===== src/rtl/jolt160_mem_ctrl.sv =====
// rtl/jolt160_mem_ctrl.sv - byte/halfword CPU-to-16-bit-RAM access controller
// Optional feature macro: JOLT160_MEM_CTRL_MISALIGN_SPLIT_EN (split misaligned 16-bit accesses)
module jolt160_mem_ctrl #(
  parameter int ADDR_WIDTH  = 16,
  parameter int WAIT_STATES = 0
) (
  input  logic                  clk,
  input  logic                  reset,
  input  logic                  req_rdwr,
  input  logic [ADDR_WIDTH-1:0] addr_in,
  input  logic                  data_acc_sz,
  input  logic                  data_inout_we,
  input  logic [15:0]           temp_data_out,
  output logic [15:0]           temp_data_in,
  output logic                  data_ready,
  output logic                  busy,
  output logic [ADDR_WIDTH-2:0] ram_addr,
  output logic [15:0]           ram_wdata,
  output logic [1:0]            ram_be,
  output logic                  ram_we,
  input  logic [15:0]           ram_rdata
);

  typedef enum logic [2:0] {IDLE, WAIT, ACC1, LAT1, ACC2, LAT2, DONE} state_t;

  localparam logic [3:0] WAIT_LAST = (WAIT_STATES > 0) ? 4'(WAIT_STATES - 1) : 4'd0;

`ifdef JOLT160_MEM_CTRL_MISALIGN_SPLIT_EN
  localparam bit SPLIT_EN = 1'b1;
`else
  localparam bit SPLIT_EN = 1'b0;
`endif

  state_t                state_q, state_d;
  logic [ADDR_WIDTH-1:0] addr_q, addr_d;
  logic                  sz_q, sz_d;
  logic                  we_q, we_d;
  logic [15:0]           wdat_q, wdat_d;
  logic [3:0]            wait_cnt_q, wait_cnt_d;
  logic [7:0]            lo_q, lo_d;
  logic [15:0]           temp_data_in_q, temp_data_in_d;
  logic                  data_ready_q, data_ready_d;
  logic                  busy_q, busy_d;
  logic [ADDR_WIDTH-2:0] ram_addr_q, ram_addr_d;
  logic [15:0]           ram_wdata_q, ram_wdata_d;
  logic [1:0]            ram_be_q, ram_be_d;
  logic                  ram_we_q, ram_we_d;

  // In IDLE the request fields come straight from the CPU, afterwards from the latches
  logic [ADDR_WIDTH-1:0] cur_addr;
  logic                  cur_sz, cur_we, misalign, go_acc1;
  logic [15:0]           cur_wdat;
  logic [ADDR_WIDTH-2:0] cur_word;

  // Next-state and next-output computation for the access sequencer
  always_comb begin
    cur_addr = (state_q == IDLE) ? addr_in       : addr_q;
    cur_sz   = (state_q == IDLE) ? data_acc_sz   : sz_q;
    cur_we   = (state_q == IDLE) ? data_inout_we : we_q;
    cur_wdat = (state_q == IDLE) ? temp_data_out : wdat_q;
    cur_word = cur_addr[ADDR_WIDTH-1:1];
    misalign = cur_sz & cur_addr[0];

    state_d        = state_q;
    addr_d         = addr_q;
    sz_d           = sz_q;
    we_d           = we_q;
    wdat_d         = wdat_q;
    wait_cnt_d     = wait_cnt_q;
    lo_d           = lo_q;
    temp_data_in_d = temp_data_in_q;
    ram_addr_d     = ram_addr_q;
    ram_wdata_d    = ram_wdata_q;
    ram_be_d       = 2'b00;
    ram_we_d       = 1'b0;
    data_ready_d   = 1'b0;
    go_acc1        = 1'b0;

    case (state_q)
      IDLE: begin
        if (req_rdwr) begin
          addr_d     = addr_in;
          sz_d       = data_acc_sz;
          we_d       = data_inout_we;
          wdat_d     = temp_data_out;
          wait_cnt_d = 4'd0;
          if (misalign && !SPLIT_EN) begin
            // Unsupported misaligned halfword: complete at once, no RAM cycle
            state_d      = DONE;
            data_ready_d = 1'b1;
            if (!data_inout_we) temp_data_in_d = 16'h0000;
          end else if (WAIT_STATES > 0) begin
            state_d = WAIT;
          end else begin
            state_d = ACC1;
            go_acc1 = 1'b1;
          end
        end
      end
      WAIT: begin
        if (wait_cnt_q == WAIT_LAST) begin
          state_d = ACC1;
          go_acc1 = 1'b1;
        end else begin
          wait_cnt_d = wait_cnt_q + 4'd1;
        end
      end
      ACC1: state_d = LAT1;
      LAT1: begin
        if (misalign && SPLIT_EN) begin
          // Low byte came from lane 1; high byte lives in lane 0 of the next word
          lo_d        = ram_rdata[15:8];
          state_d     = ACC2;
          ram_addr_d  = cur_word + 1'b1;
          ram_be_d    = 2'b01;
          ram_we_d    = cur_we;
          ram_wdata_d = {cur_wdat[15:8], cur_wdat[15:8]};
        end else begin
          state_d      = DONE;
          data_ready_d = 1'b1;
          if (!we_q) begin
            if (sz_q) temp_data_in_d = ram_rdata;
            else      temp_data_in_d = {8'h00, addr_q[0] ? ram_rdata[15:8] : ram_rdata[7:0]};
          end
        end
      end
      ACC2: state_d = LAT2;
      LAT2: begin
        state_d      = DONE;
        data_ready_d = 1'b1;
        if (!we_q) temp_data_in_d = {ram_rdata[7:0], lo_q};
      end
      DONE:    state_d = IDLE;
      default: state_d = IDLE;
    endcase

    // First RAM cycle: word, lane enables and lane-replicated byte data
    if (go_acc1) begin
      ram_addr_d = cur_word;
      ram_we_d   = cur_we;
      if (cur_sz && !cur_addr[0]) begin
        ram_be_d    = 2'b11;
        ram_wdata_d = cur_wdat;
      end else begin
        ram_be_d    = cur_addr[0] ? 2'b10 : 2'b01;
        ram_wdata_d = {cur_wdat[7:0], cur_wdat[7:0]};
      end
    end

    busy_d = (state_d != IDLE);
  end

  // State and registered outputs; reset abandons any access in flight
  always_ff @(posedge clk) begin
    if (reset) begin
      state_q        <= IDLE;
      addr_q         <= '0;
      sz_q           <= 1'b0;
      we_q           <= 1'b0;
      wdat_q         <= 16'h0000;
      wait_cnt_q     <= 4'd0;
      lo_q           <= 8'h00;
      temp_data_in_q <= 16'h0000;
      data_ready_q   <= 1'b0;
      busy_q         <= 1'b0;
      ram_addr_q     <= '0;
      ram_wdata_q    <= 16'h0000;
      ram_be_q       <= 2'b00;
      ram_we_q       <= 1'b0;
    end else begin
      state_q        <= state_d;
      addr_q         <= addr_d;
      sz_q           <= sz_d;
      we_q           <= we_d;
      wdat_q         <= wdat_d;
      wait_cnt_q     <= wait_cnt_d;
      lo_q           <= lo_d;
      temp_data_in_q <= temp_data_in_d;
      data_ready_q   <= data_ready_d;
      busy_q         <= busy_d;
      ram_addr_q     <= ram_addr_d;
      ram_wdata_q    <= ram_wdata_d;
      ram_be_q       <= ram_be_d;
      ram_we_q       <= ram_we_d;
    end
  end

  assign temp_data_in = temp_data_in_q;
  assign data_ready   = data_ready_q;
  assign busy         = busy_q;
  assign ram_addr     = ram_addr_q;
  assign ram_wdata    = ram_wdata_q;
  assign ram_be       = ram_be_q;
  assign ram_we       = ram_we_q;

endmodule


===== config.mk =====
export PLATFORM = sky130hd
export DESIGN_NAME = jolt160_mem_ctrl
export DESIGN_NICKNAME = d
export VERILOG_FILES = /design/src/rtl/jolt160_mem_ctrl.sv
export SDC_FILE = /design/constraint.sdc
export NUM_CORES = 1
export LEC_CHECK = 0
export ABC_AREA = 1
export ABC_CLOCK_PERIOD_IN_PS = 4800
export CORE_MARGIN = 5
export CORE_UTILIZATION = 65
export CTS_CLUSTER_DIAMETER = 200
export DETAILED_ROUTE_END_ITERATION = 8
export DONT_BUFFER_PORTS = 1
export GPL_TIMING_DRIVEN = 0
export PLACE_DENSITY_LB_ADDON = 0.08
export SYNTH_ARGS = -nofsm -noshare
export SYNTH_HDL_FRONTEND = slang
export SYNTH_SLANG_ARGS = --single-unit

===== constraint.sdc =====
create_clock -name clk -period 4.8 [get_ports clk]
set_input_delay 0.24 -clock clk [delete_from_list [all_inputs] [get_ports clk]]
set_output_delay 0.24 -clock clk [all_outputs]
set_load 0.02 [all_outputs]

# Yosys cells after proc, flatten, opt, wreduce, memory -nomap -nowiden
# Cells that the tools add are included.
[totals]
ff_bits = 93
latchBits = 0
mem_bits_rw = 0
rom_bits = 0
in_bits = 53
out_inout_bits = 52
wordCells = 68
memories = 0
[op_classes]
n_addsub = 1
n_mul = 0
div_mod_pow = 0
n_lt_le_gt_ge = 0
n_eq_ne = 11
n_shift = 0
mux = 29
bitwise = 2
reduce_logical = 12
[ops]
columns = ["cell", "count"]
rows = [
  ["two-way mux 16 bit", 9],
  ["one-hot mux 16 bit (3 select lines)", 1],
  ["one-hot mux 3 bit (5 select lines)", 1],
  ["inequality test 2 bit, second input constant", 6],
  ["two-way mux 3 bit", 3],
  ["two-way mux 4 bit", 2],
  ["two-way mux 8 bit", 1],
  ["one-hot mux 4 bit (2 select lines)", 1],
  ["two-way mux 1 bit", 7],
  ["== test 3 x 2 -> 1 bit, second input constant", 2],
  ["== test 3 bit, second input constant", 2],
  ["AND reduction 6 bit", 1],
  ["nonzero test 3 bit", 2],
  ["adder 4 x 1 -> 4 bit, second input constant", 1],
  ["logical NOT 4 bit", 1],
  ["two-way mux 2 bit", 2],
  ["one-hot mux 1 bit (2 select lines)", 2],
  ["OR reduction 2 bit", 2],
  ["== test 3 x 1 -> 1 bit, second input constant", 1],
  ["logical NOT 3 bit", 1],
  ["AND reduction 3 bit", 1],
  ["AND reduction 2 bit", 1],
  ["nonzero test 2 bit", 1],
  ["bitwise AND 1 bit", 1],
  ["3 further kinds", 3],
]

# Logic depth before layout (Yosys ltp)
[logic_depth]
word_depth = 8
mapped_depth = 12
depth_no_buf = 11

# Worst setup path before layout
# Ideal clock, no wire load.
[synth_timing]
path_type = "register -> register"
from = "register state_q[0]"
to = "register ram_addr_q[10], in the netlist ram_addr[10]"
setup_time_ns = 0.115
t_arrival_ns = 1.425
required_time_ns = 4.685
path_slack_ns = 3.260
stages_incl_launch_ff = 12
path_buffers = 3
synth_period_minus_slack_ns = 1.540
path_cell_list = "dfxtp_1 nor2_4 nand2_4 buf_6 nand2_1 nand2_1 nand2_2 nand3_2 buf_6 buf_6 a21oi_1 nor2_1"
[synth_via]
elab_chain_len = 6
elab_cells_between_ends = 8
classes_between = "eq/ne (1); mux (5); bitwise (1); reduce/logical (1)"
[synth_rtl]
columns = ["item", "line", "source"]
rows = [
  ["from (decl)", "34", "state_t state_q, state_d;"],
  ["from (signal assigned)", "171", "state_q <= state_d;"],
  ["logical NOT 3 bit", "57, 58, 79", ""],
  ["two-way mux 1 bit or two-way mux 16 bit (tied branches)", "58, 57", ""],
  ["bitwise AND 1 bit", "62", "misalign = cur_sz & cur_addr[0];"],
  ["two-way mux 1 bit", "87", "if (misalign && !SPLIT_EN) begin"],
  ["two-way mux 1 bit", "81", "if (req_rdwr) begin"],
  ["one-hot mux 1 bit (2 select lines)", "79", "case (state_q)"],
  ["to (signal assigned)", "181", "ram_addr_q <= ram_addr_d;"],
  ["to (decl)", "44", "logic [ADDR_WIDTH-2:0] ram_addr_q, ram_addr_d;"],
]
# Several ways; a longest one is shown, not always the timed one.
# A chain may end at the register's enable or synchronous reset.

# Final worst setup path
[layout_timing]
from = "register state_q[2]"
to = "register ram_wdata_q[13], in the netlist ram_wdata[13]"
[layout_via]
elab_chain_len = 6
elab_cells_between_ends = 12
classes_between = "eq/ne (1); mux (7); bitwise (1); reduce/logical (3)"
[layout_rtl]
columns = ["item", "line", "source"]
rows = [
  ["logical NOT 3 bit", "--", ""],
  ["two-way mux 1 bit or two-way mux 16 bit (tied branches)", "58, 57", ""],
  ["bitwise AND 1 bit", "62", ""],
  ["two-way mux 1 bit", "87", ""],
  ["two-way mux 1 bit", "81", ""],
  ["one-hot mux 1 bit (2 select lines)", "79", ""],
  ["to (signal assigned)", "182", "ram_wdata_q <= ram_wdata_d;"],
  ["to (decl)", "45", "logic [15:0] ram_wdata_q, ram_wdata_d;"],
]
# Several ways; a longest one is shown, not always the timed one.

==> results by group <==
Worst setup path
  – CP arrival: 2210 ps
  – Crit path kind: reg2reg
  – Slowest cell on the critical path: buf_1
  – CP Capture Type: flip-flop
  – Setup slack, reg-to-reg: 2850 ps
  – Crit Reg-Reg Endpoint: ram_wdata[13]$_SDFFE_PP0P_
  – Most frequent CP cell: nand2_1
  – R2r worst-path depth: 9
  – Setup crit end: ram_wdata[13]$_SDFFE_PP0P_
  – Worst-path maximum fanout: 10
  – Worst path required time: 5060 ps
  – Startpoint Class: flip-flop
  – Slowest stage delay, CP: about 400 ps
  – Worst Setup SP: state_q[2]$_SDFF_PP0_
  – RR Startpoint: state_q[2]$_SDFF_PP0_
  – Critical Path, Cell by Cell: inv_2 > buf_1 > nand3b_1 > nand2_2 > nand2_1 > nand2_1 > nand2_1 > a21oi_1 > nor2_1

Route
  – WL final: about 11 mm
  – DRC Markers: 0
  – Iteration-0 DRC Markers: 270
  – Routed len/inst: 15.5 um
  – DRT antenna net count: 0
  – Vias/cell: approximately 5.7
  – DR vias: 4211
  – DR pass1 iterations: 5

Finish
  – # nets final: just over 700
  – Area delta synth->final: 7.10%
  – Final core occ: 0.705
  – Fillers: 580
  – Antenna Cells: 0
  – Layout cell share with drive strength beyond 1: 0.0684

Logic synthesis
  – Main synth FF type: dfxtp_1
  – Syn_area_per_cell: between 6 and 7 um^2
  – Netlist cell types: 28
  – YS warnings: 0
  – Syn Nets: approximately 700
  – Leading area contributor after synthesis: dfxtp_1
  – Post-synth top cells: 159 x nand2_1, 93 x dfxtp_1, 67 x nand3_1
  – Synthesized area: approximately 0.0044 mm^2
  – Synth area leaders: dfxtp_1 42%, nand2_1 13%, nand3_1 7.6%
  – Top-count cell post-synth: nand2_1
  – Post-synthesis sequential area ratio: 0.421
  – Asr flop ratio synth: 0
  – Share of the synthesized area in the top cell type: 0.421
  – Post-synth EDFFs: 0
  – Synthesized flop and latch total: 93
  – Post-Syn Instances: ~640

Power and ir drop
  – Leak pwr: a little over 2 nW
  – Worst vdd ir: 0.000429 V
  – Pwr Density: around 740 mW/mm^2
  – Total Power: 0.00349 W

CTS
  – Clk sink count: 93
  – CTS resizes: 0
  – Clk slew on worst S/H paths: around 90 ps
  – H-tree depth: 3
  – Maximum clock path buffer count: 2
  – CTS root buffer: clkbuf_8
  – Hold buffers post-CTS: 0
  – Total CTS buffers: 9
  – Clk_lat worst skew: roughly 360 ps
  – CTS tree: done
  – Post-CTS Setup Repair Bufs: 0

Outcome
  – Status: finished, final reports clean

Floorplanning
  – CORE AREA: 0.00672 mm^2
  – Top-Level Pins: between 100 and 150
  – Die Ht: between 90 and 100 um
  – Die width: slightly above 90 um
  – # rows: 30
  – Full die area: 0.00855 mm^2
  – Starting Density: 0.658

Placement
  – Post-DP HPWL: approximately 8.3 mm
  – GP Congestion: slightly above 0.9
  – Port Buffer Count: 0
  – Dpl ws: roughly 2900 ps

Worst hold path
  – WHS Path Cells: 2
  – Hold Crit Class: in2reg

Timing
  – Crit path time final: 1950 ps
  – Fmax achieved: 514 MHz
  – Slew Limit Headroom: 0.654
  – Clk_skew: roughly 9.1 ps
  – Worst Tran Pin Value: ~520 ps
  – RSZ-0062 raised after global routing: false
  – Max Transition Viols Final: 0
  – Post-route worst setup slack: roughly 2900 ps
  – Setup TNS: 0 ps
  – Share of the clock period used by the worst path: 0.405
  – Final setup viols: 0
  – Final hold vios: 0

GRT
  – Initial antenna violation count: 0
  – Grt ovf: 0
  – First-pass GRT wire length: 19.2 mm
  – Largest net degree at the start of global routing: 15
  – Vias in the first global route: about 4000
  – GRT Resource Usage Total: 0.278

Job
  – Max-cap violations: 0
registers in the layout, summed over array words and instances, names as in the netlist:
signal        cells
addr_q           16
busy              1
data_ready        1
ram_addr         15
ram_be            2
ram_wdata        16
ram_we            1
state_q           3
sz_q              1
temp_data_in     16
wait_cnt_q        4
wdat_q           16
we_q              1
where the power goes:
part	internal (W)	leakage (nW)	total, W	switching [W]
Clock	0.000304	0.105	0.000572	0.000268
Sequential	0.00102	0.763	0.00135	0.000329
Combinational	0.000527	1.18	0.00158	0.00105
per-stage QoR:
step | hold WS, ps | cell area, um^2 | cells
6_report | 11.0 | 4740 | 738
5_1_grt | 12.9 | 4740 | 738
3_5_place_dp | 392 | 4520 | 723
3_3_place_gp | 383 | 4520 | 723
2_1_floorplan | 379 | 4420 | 643
4_1_cts | 8.38 | 4740 | 738
cell usage in the layout, fill, tap and decap left out, types with 2 or more instances in the layout:
cell         n
bufinv_16    2
clkbuf_1    24
o211ai_1     7
o21ai_0     51
a21oi_1     63
inv_1       47
ha_1         2
nand3b_1    30
o31ai_1      2
nor3_1       2
nand2_2      4
buf_6        3
nor2_1      57
nand3_2      2
buf_2       15
nand3_1     67
inv_2        2
nand2_1    159
a211oi_1     3
dfxtp_1     93
clkbuf_8    10
clkinv_1     3
worst max-delay path, delay by kind of cell, from the launching register on:
kind / cells / cell delay (ps)
buf+inv: 2 / 530
flops: 1 / 340
simple gates: 6 / 860
compound gates: 1 / 130
layout make-up:
class | count | area [um^2] | area share
inverter | 52 | 195 | 0.0412
multi-input combinational | 455 | 2160 | 0.456
clock buffer | 11 | 141 | 0.0298
sequential | 93 | 1860 | 0.393
clock inverter | 4 | 72.6 | 0.0153
buffer | 43 | 204 | 0.0431
tap | 80 | 100 | 0.0211
logic make-up (layout without fill, tap and decap cells):
logic type / after synthesis / in the layout / synth area share
flip-flops: 93 / 93 / 0.421
adder cells (fa/ha/maj): 2 / 2 / 0.00566
AND/OR/NAND/NOR: 325 / 325 / 0.330
AO/OA/AOI/OAI: 128 / 128 / 0.153
buffers and inverters: 95 / 110 / 0.0902
worst min-delay path by stage:
stage | end | slack (ps) | start
after global routing | addr_q[8]$_SDFFE_PP0P_ | 10 | addr_in[8]
after floorplan | addr_q[10]$_SDFFE_PP0P_ | 380 | addr_in[10]
final | addr_q[12]$_SDFFE_PP0P_ | 10 | addr_in[12]
after global placement | addr_q[12]$_SDFFE_PP0P_ | 380 | addr_in[12]
after detailed placement | addr_q[12]$_SDFFE_PP0P_ | 390 | addr_in[12]
after CTS | wdat_q[2]$_SDFFE_PP0P_ | 8 | temp_data_out[2]
per-layer routing:
metal | track usage | routed length, um | up-vias
met5 | 0 | 0 | -
met4 | 0.100 | 224 | 0
met3 | 0.0934 | 1060 | 22
met2 | 0.441 | 5350 | 166
met1 | 0.350 | 4810 | 1905
li1 | - | - | 2118
Note: power is estimated with default switching activity, not from simulation.
